[config.mk]
export PLATFORM = sky130hd
export DESIGN_NAME = apb_master
export DESIGN_NICKNAME = d
export VERILOG_FILES = /design/src/rtl/apb_master.sv
export SDC_FILE = /design/constraint.sdc
export NUM_CORES = 1
export LEC_CHECK = 0
export ABC_AREA = 1
export CAP_MARGIN = 20
export CORE_MARGIN = 2
export CORE_UTILIZATION = 56
export CTS_CLUSTER_SIZE = 28
export DETAILED_ROUTE_END_ITERATION = 10
export DONT_BUFFER_PORTS = 1
export PLACE_DENSITY = 0.79
export REMOVE_ABC_BUFFERS = 1
export SLEW_MARGIN = 5
export SYNTH_ARGS = -nofsm -noshare
export SYNTH_HDL_FRONTEND = slang
export SYNTH_SLANG_ARGS = --single-unit
export TNS_END_PERCENT = 10
[constraint.sdc]
create_clock -name PCLK -period 1.25 [get_ports PCLK]
set_input_delay 0.125 -clock PCLK [delete_from_list [all_inputs] [get_ports PCLK]]
set_output_delay 0.125 -clock PCLK [all_outputs]
set_load 0.03 [all_outputs]
[src/rtl/apb_master.sv]
// apb_master: APB requester. Turns a valid/ready command stream into single
// APB transfers (one outstanding, no pipelining) and returns a one-cycle
// response strobe with read data.
//
// Optional feature: define APB_MASTER_TIMEOUT_EN to abort ACCESS phases that
// see PREADY low for TIMEOUT_CYCLES cycles. The abort is reported with
// rsp_error=1. Without the macro, ACCESS waits indefinitely and rsp_error is
// tied to 0.
//
// Ports:
//   PCLK, PRESETn                     clock (rising edge), async active-low reset
//   cmd_valid/cmd_ready               command handshake
//   cmd_write/cmd_addr/cmd_wdata      command payload
//   rsp_valid/rsp_rdata/rsp_error     response (rsp_valid is a one-cycle pulse)
//   PADDR/PWDATA/PWRITE/PSELx/PENABLE APB request side
//   PRDATA/PREADY                     APB completion side
module apb_master #(
  parameter int ADDR_W         = 32,
  parameter int DATA_W         = 32,
  parameter int TIMEOUT_CYCLES = 16
) (
  input  logic              PCLK,
  input  logic              PRESETn,
  input  logic              cmd_valid,
  output logic              cmd_ready,
  input  logic              cmd_write,
  input  logic [ADDR_W-1:0] cmd_addr,
  input  logic [DATA_W-1:0] cmd_wdata,
  output logic              rsp_valid,
  output logic [DATA_W-1:0] rsp_rdata,
  output logic              rsp_error,
  output logic [ADDR_W-1:0] PADDR,
  output logic [DATA_W-1:0] PWDATA,
  output logic              PWRITE,
  output logic              PSELx,
  output logic              PENABLE,
  input  logic [DATA_W-1:0] PRDATA,
  input  logic              PREADY
);

  typedef enum logic [1:0] {IDLE, SETUP, ACCESS} state_t;

  state_t            state_q, state_d;
  logic [ADDR_W-1:0] paddr_q, paddr_d;
  logic [DATA_W-1:0] pwdata_q, pwdata_d;
  logic              pwrite_q, pwrite_d;
  logic              rsp_valid_q, rsp_valid_d;
  logic [DATA_W-1:0] rsp_rdata_q, rsp_rdata_d;

`ifdef APB_MASTER_TIMEOUT_EN
  localparam logic [7:0] TO_LIM = 8'(TIMEOUT_CYCLES);
  logic [7:0] wait_cnt_q, wait_cnt_d;
  logic [7:0] wait_inc;
  logic       rsp_error_q, rsp_error_d;
  assign wait_inc  = wait_cnt_q + 8'd1;
  assign rsp_error = rsp_error_q;
`else
  assign rsp_error = 1'b0;
`endif

  // Select/enable/ready decode straight from the state register so that an
  // asynchronous reset drops PSELx/PENABLE immediately.
  assign cmd_ready = (state_q == IDLE);
  assign PSELx     = (state_q != IDLE);
  assign PENABLE   = (state_q == ACCESS);
  assign PADDR     = paddr_q;
  assign PWDATA    = pwdata_q;
  assign PWRITE    = pwrite_q;
  assign rsp_valid = rsp_valid_q;
  assign rsp_rdata = rsp_rdata_q;

  always_comb begin
    state_d     = state_q;
    paddr_d     = paddr_q;
    pwdata_d    = pwdata_q;
    pwrite_d    = pwrite_q;
    rsp_valid_d = 1'b0;
    rsp_rdata_d = rsp_rdata_q;
`ifdef APB_MASTER_TIMEOUT_EN
    wait_cnt_d  = wait_cnt_q;
    rsp_error_d = rsp_error_q;
`endif
    case (state_q)
      IDLE: begin
        // Address/data/direction only move on acceptance and are held
        // afterwards, including through IDLE.
        if (cmd_valid) begin
          paddr_d  = cmd_addr;
          pwdata_d = cmd_wdata;
          pwrite_d = cmd_write;
          state_d  = SETUP;
        end
      end
      SETUP: begin
        state_d = ACCESS;
`ifdef APB_MASTER_TIMEOUT_EN
        wait_cnt_d = '0;
`endif
      end
      ACCESS: begin
        if (PREADY) begin
          // Normal completion wins over a timeout on the same edge.
          rsp_valid_d = 1'b1;
          rsp_rdata_d = pwrite_q ? '0 : PRDATA;
          state_d     = IDLE;
`ifdef APB_MASTER_TIMEOUT_EN
          rsp_error_d = 1'b0;
        end else if (wait_inc == TO_LIM) begin
          // This wait cycle brings the counter to the limit: abort.
          rsp_valid_d = 1'b1;
          rsp_rdata_d = '0;
          rsp_error_d = 1'b1;
          state_d     = IDLE;
        end else begin
          wait_cnt_d = wait_inc;
`endif
        end
      end
      default: state_d = IDLE;
    endcase
  end

  always_ff @(posedge PCLK or negedge PRESETn) begin
    if (!PRESETn) begin
      state_q     <= IDLE;
      paddr_q     <= '0;
      pwdata_q    <= '0;
      pwrite_q    <= 1'b0;
      rsp_valid_q <= 1'b0;
      rsp_rdata_q <= '0;
`ifdef APB_MASTER_TIMEOUT_EN
      wait_cnt_q  <= '0;
      rsp_error_q <= 1'b0;
`endif
    end else begin
      state_q     <= state_d;
      paddr_q     <= paddr_d;
      pwdata_q    <= pwdata_d;
      pwrite_q    <= pwrite_d;
      rsp_valid_q <= rsp_valid_d;
      rsp_rdata_q <= rsp_rdata_d;
`ifdef APB_MASTER_TIMEOUT_EN
      wait_cnt_q  <= wait_cnt_d;
      rsp_error_q <= rsp_error_d;
`endif
    end
  end

endmodule
# Word level (Yosys, flattened, before mapping)
# Index checks and enable logic that the tools add are counted.
# word_totals
regBits	100
latchBits	0
mem_bits_rw	0
mem_bits_ro	0
in_bits	101
output_inout_bits	102
wordCells	21
n_memories	0
# classes
add_sub_neg	0
multipliers	0
div	0
n_lt_le_gt_ge	0
n_eq_ne	4
shifts	0
n_mux	6
bitwise	0
n_reduce_logical	5
# ops
op	count
2-to-1 mux 32 bit	1
one-hot mux 2 bit (3 select lines)	1
AND reduction 2 bit	3
2-to-1 mux 2 bit	2
== test 2 x 1 -> 1 bit (second input constant)	1
== test 2 bit (second input constant)	1
zero test 2 bit	1
2-to-1 mux 1 bit	2
!= test 2 x 1 -> 1 bit (second input constant)	1
!= test 2 bit (second input constant)	1
nonzero test 2 bit	1

# Logic depth before layout (Yosys ltp)
# logic_depth
ltp_word	3
mapped_depth	6
ltp_nobuf	4

# Worst setup path after synthesis
# OpenSTA, ideal clock, no wires.
# synth_timing
path_kind	reg2out
start	reg state_q[0]
end	out PSELx
arrival_ns	1.343
required_time_ns	1.125
path_slack_ns	-0.218
path_stages_with_launch	4
path_buffers	1
cell_sequence	dfrtp_1 -> nor2_4 -> clkbuf_1 -> inv_1
# synth_between
elab_chain_cells	1
# synth_rtl
element	line	source
from (decl)	43	state_t state_q, state_d;
from (signal assigned)	136	state_q <= state_d;
nonzero test 2 bit	64	assign PSELx = (state_q != IDLE);
to (decl)	35	output logic PSELx,
# No other way between the ends.

# Worst setup path after layout
# Same ends and word-level chain as after synthesis.

==> summary.txt <==
Worst setup path
  • Slowest cell on crit path: dfrtp_2
  • Critical Path End Type: output pin
  • Reg2reg start: state_q[0]
  • CP peak stage delay: between 400 and 500 ps
  • Worst Path Required: between 1000 and 1500 ps
  • CP bufs+invs: 2
  • Critical Path Start: state_q[0]
  • CP delay by family, top: flip-flops
  • Crit start category: register
  • Flop2flop setup slack: -120 ps
  • Crit path DAT: ~1300 ps
  • Maximum fanout along the worst path: 8
  • Cell Chain, Critical Path: nor2_4 > buf_12 > clkinvlp_4
  • Setup CP Type: register to output pin

Synthesis
  • Post-Syn Instances: a little over 500
  • Yosys Warn Count: 0
  • Cell Area, Synth: 4188 um2
  • Syn avg cell area: 8.309 um2
  • Netlist cell types: 12
  • FF+latch count, synth: 100
  • Seq/Total Area, Yosys: 59.76%

Finish
  • Fin nets: approximately 700
  • Core Util, Final: between 70% and 80%
  • Layout cells sized above 1: under 10%
  • Final std cells w/o fill: about 700
  • Most common cell after layout, fill and taps aside: nand2_1
  • Most frequent cells in the layout: nand2_1, dfrtp_1, nand3_1
  • Syn-to-layout area delta: 36.27%
  • N_diodes: 0

Floorplan
  • Die ar.: ~8000 um2
  • DIE WIDTH: around 90 um
  • Initial Util: 57.74%
  • Boundary Pins: just over 200
  • Chip Height: approximately 90 um
  • Core area: between 7000 and 8000 um2
  • Row count: 31

Routing
  • First drt pass iteration count: 5
  • Final WL: between 10000 and 15000 um
  • Per-cell routed wire length: roughly 19 um
  • DRT iter0 DRCs: 200
  • Post-DRT Antenna Nets: 0
  • DRC: 0
  • Vias: 3887
  • Via density: 5.545

Clock network
  • CTS Buffer Depth: 2
  • Clk_lat worst skew: roughly 350 ps
  • CTS tree: yes
  • H-tree depth: 3
  • CTS root buffer: clkbuf_8
  • CTS Buf Count: 9
  • CTS Sinks: 100
  • Clock transition at path regs: 90 ps
  • CTS Hold Buffers Added: 97

Pwr
  • Combinational Power Share: about a third
  • NetSw: around 0.0079 W
  • Total power draw: 0.01546 W
  • Sw Ratio: around half
  • Seq pwr share: 56.0%
  • Leak: 3.047 nW
  • Clock Power Share: 12.3%
  • Max IR drop VDD: approximately 0.0016 V
  • Internal power: between 0.007 and 0.008 W
  • Power density cells: around 2700 nW/um2

STA
  • Fin crit period: 1402 ps
  • RSZ-0062 raised after global routing: yes
  • Max Freq: slightly above 700 MHz
  • Fin crit share: 112.1%
  • Final setup fails: a little under 100
  • Final hold violations: 164
  • Setup WS post-layout: -151.8 ps
  • Final hold slack: -545.4 ps
  • Layout Skew: between 10 and 15 ps
  • Max Transition Viols Final: 0

Place
  • RePlAce Congestion: 0.7616
  • Dpl ws: 0.1623 ps
  • Placed insts: about 570
  • Post-detail-place hpwl: around 6200 um
  • IO Port Bufs: 0

Global route
  • Gr ovfl total: 0
  • First-pass GRT wire length: about 20000 um
  • Initial antenna violation count: 0
  • Global router's overall resource usage: approximately 31%
  • Pin count of the biggest net entering global routing: 101
  • Vias in the first global route: slightly below 4000

Run
  • Max-Cap Viols: 0

Outcome
  • Outcome: complete, but fails checks
  • Failing checks: hold timing, setup timing

Min path
  • Hold crit path type: input pin to async pin
[registers in the layout, summed over array words and instances, names as in the netlist]
| name | cells |
|---|---|
| PADDR | 32 |
| PWDATA | 32 |
| PWRITE | 1 |
| rsp_rdata | 32 |
| rsp_valid | 1 |
| state_q | 2 |
[cell usage after synthesis]
cell      number  share of area, %
buf_2         11               1.3
buf_1          6              0.54
nand2_1      195                17
nand3_1       98                12
conb_1         1             0.090
dfrtp_1      100                60
inv_1         37               3.3
clkbuf_1      13               1.2
nor2_1        35               3.1
nor2_4         1              0.27
nor2_2         1              0.15
buf_4          6               1.1
[kinds of logic (layout without fill, tap and decap cells)]
family	after synthesis	count (layout)	synth area share (%)
other	1	1	0.08955
DFF	100	100	59.76
and+or+nand+nor	330	330	32.75
buffers and inverters	73	171	7.409
[cell type report]
type	count	area, um2
flip-flops and latches	100	2504
fillers	425	1546
multi-input cells	331	1396
repair buffers	118	1360
clock buffers	13	158.9
inverters	37	142.6
well taps	99	123.9
clock inverters	3	21.27
[path summary, 6_finish.rpt]
check / endpoint / cells after the start
min in group PCLK: PADDR[27] / 2
max reg2reg: PWDATA[10] / 7
max: PSELx / 3
min: rsp_valid / 0
min reg2reg: PWRITE / 2
max in group asynchronous: PWDATA[31] / 0
[metrics by stage]
stage | cell area, um2 | TNS, ps
4_1_cts | 5548 | -6755
5_1_grt | 5707 | -14240
2_1_floorplan | 4016 | -119460
6_report | 5707 | -7760
3_5_place_dp | 4258 | 0
3_3_place_gp | 4258 | 0
[power groups by stage]
stage	logic [W]	clock network (W)	registers, W
2_1_floorplan	0.00220	0	0.00839
3_3_place_gp	0.00306	0	0.00862
3_5_place_dp	0.00326	0	0.00864
4_1_cts	0.00415	0.00192	0.00861
5_1_grt	0.00536	0.00206	0.00881
6_report	0.00489	0.00190	0.00866
[metal layers]
metal / track usage (%) / vias to the layer above / part of all wire, %
li1: - / 1739 / -
met1: 36.78 / 1845 / 36
met2: 53.23 / 271 / 50
met3: 9.432 / 32 / 11
met4: 10.38 / 0 / 2.3
met5: 0 / - / 0
[what timing repair did]
| action | 4_1_cts | 5_1_grt |
|---|---|---|
| endpoints found under the hold margin | 198 | 165 |
| gates cloned | 3 | 5 |
| resized for setup | 3 | 9 |
| pin swaps | 1 | 2 |
| buffers inserted | 3 | 3 |
| endpoints found under the setup margin | 3 | 91 |
(Power assumes the default switching activity.)
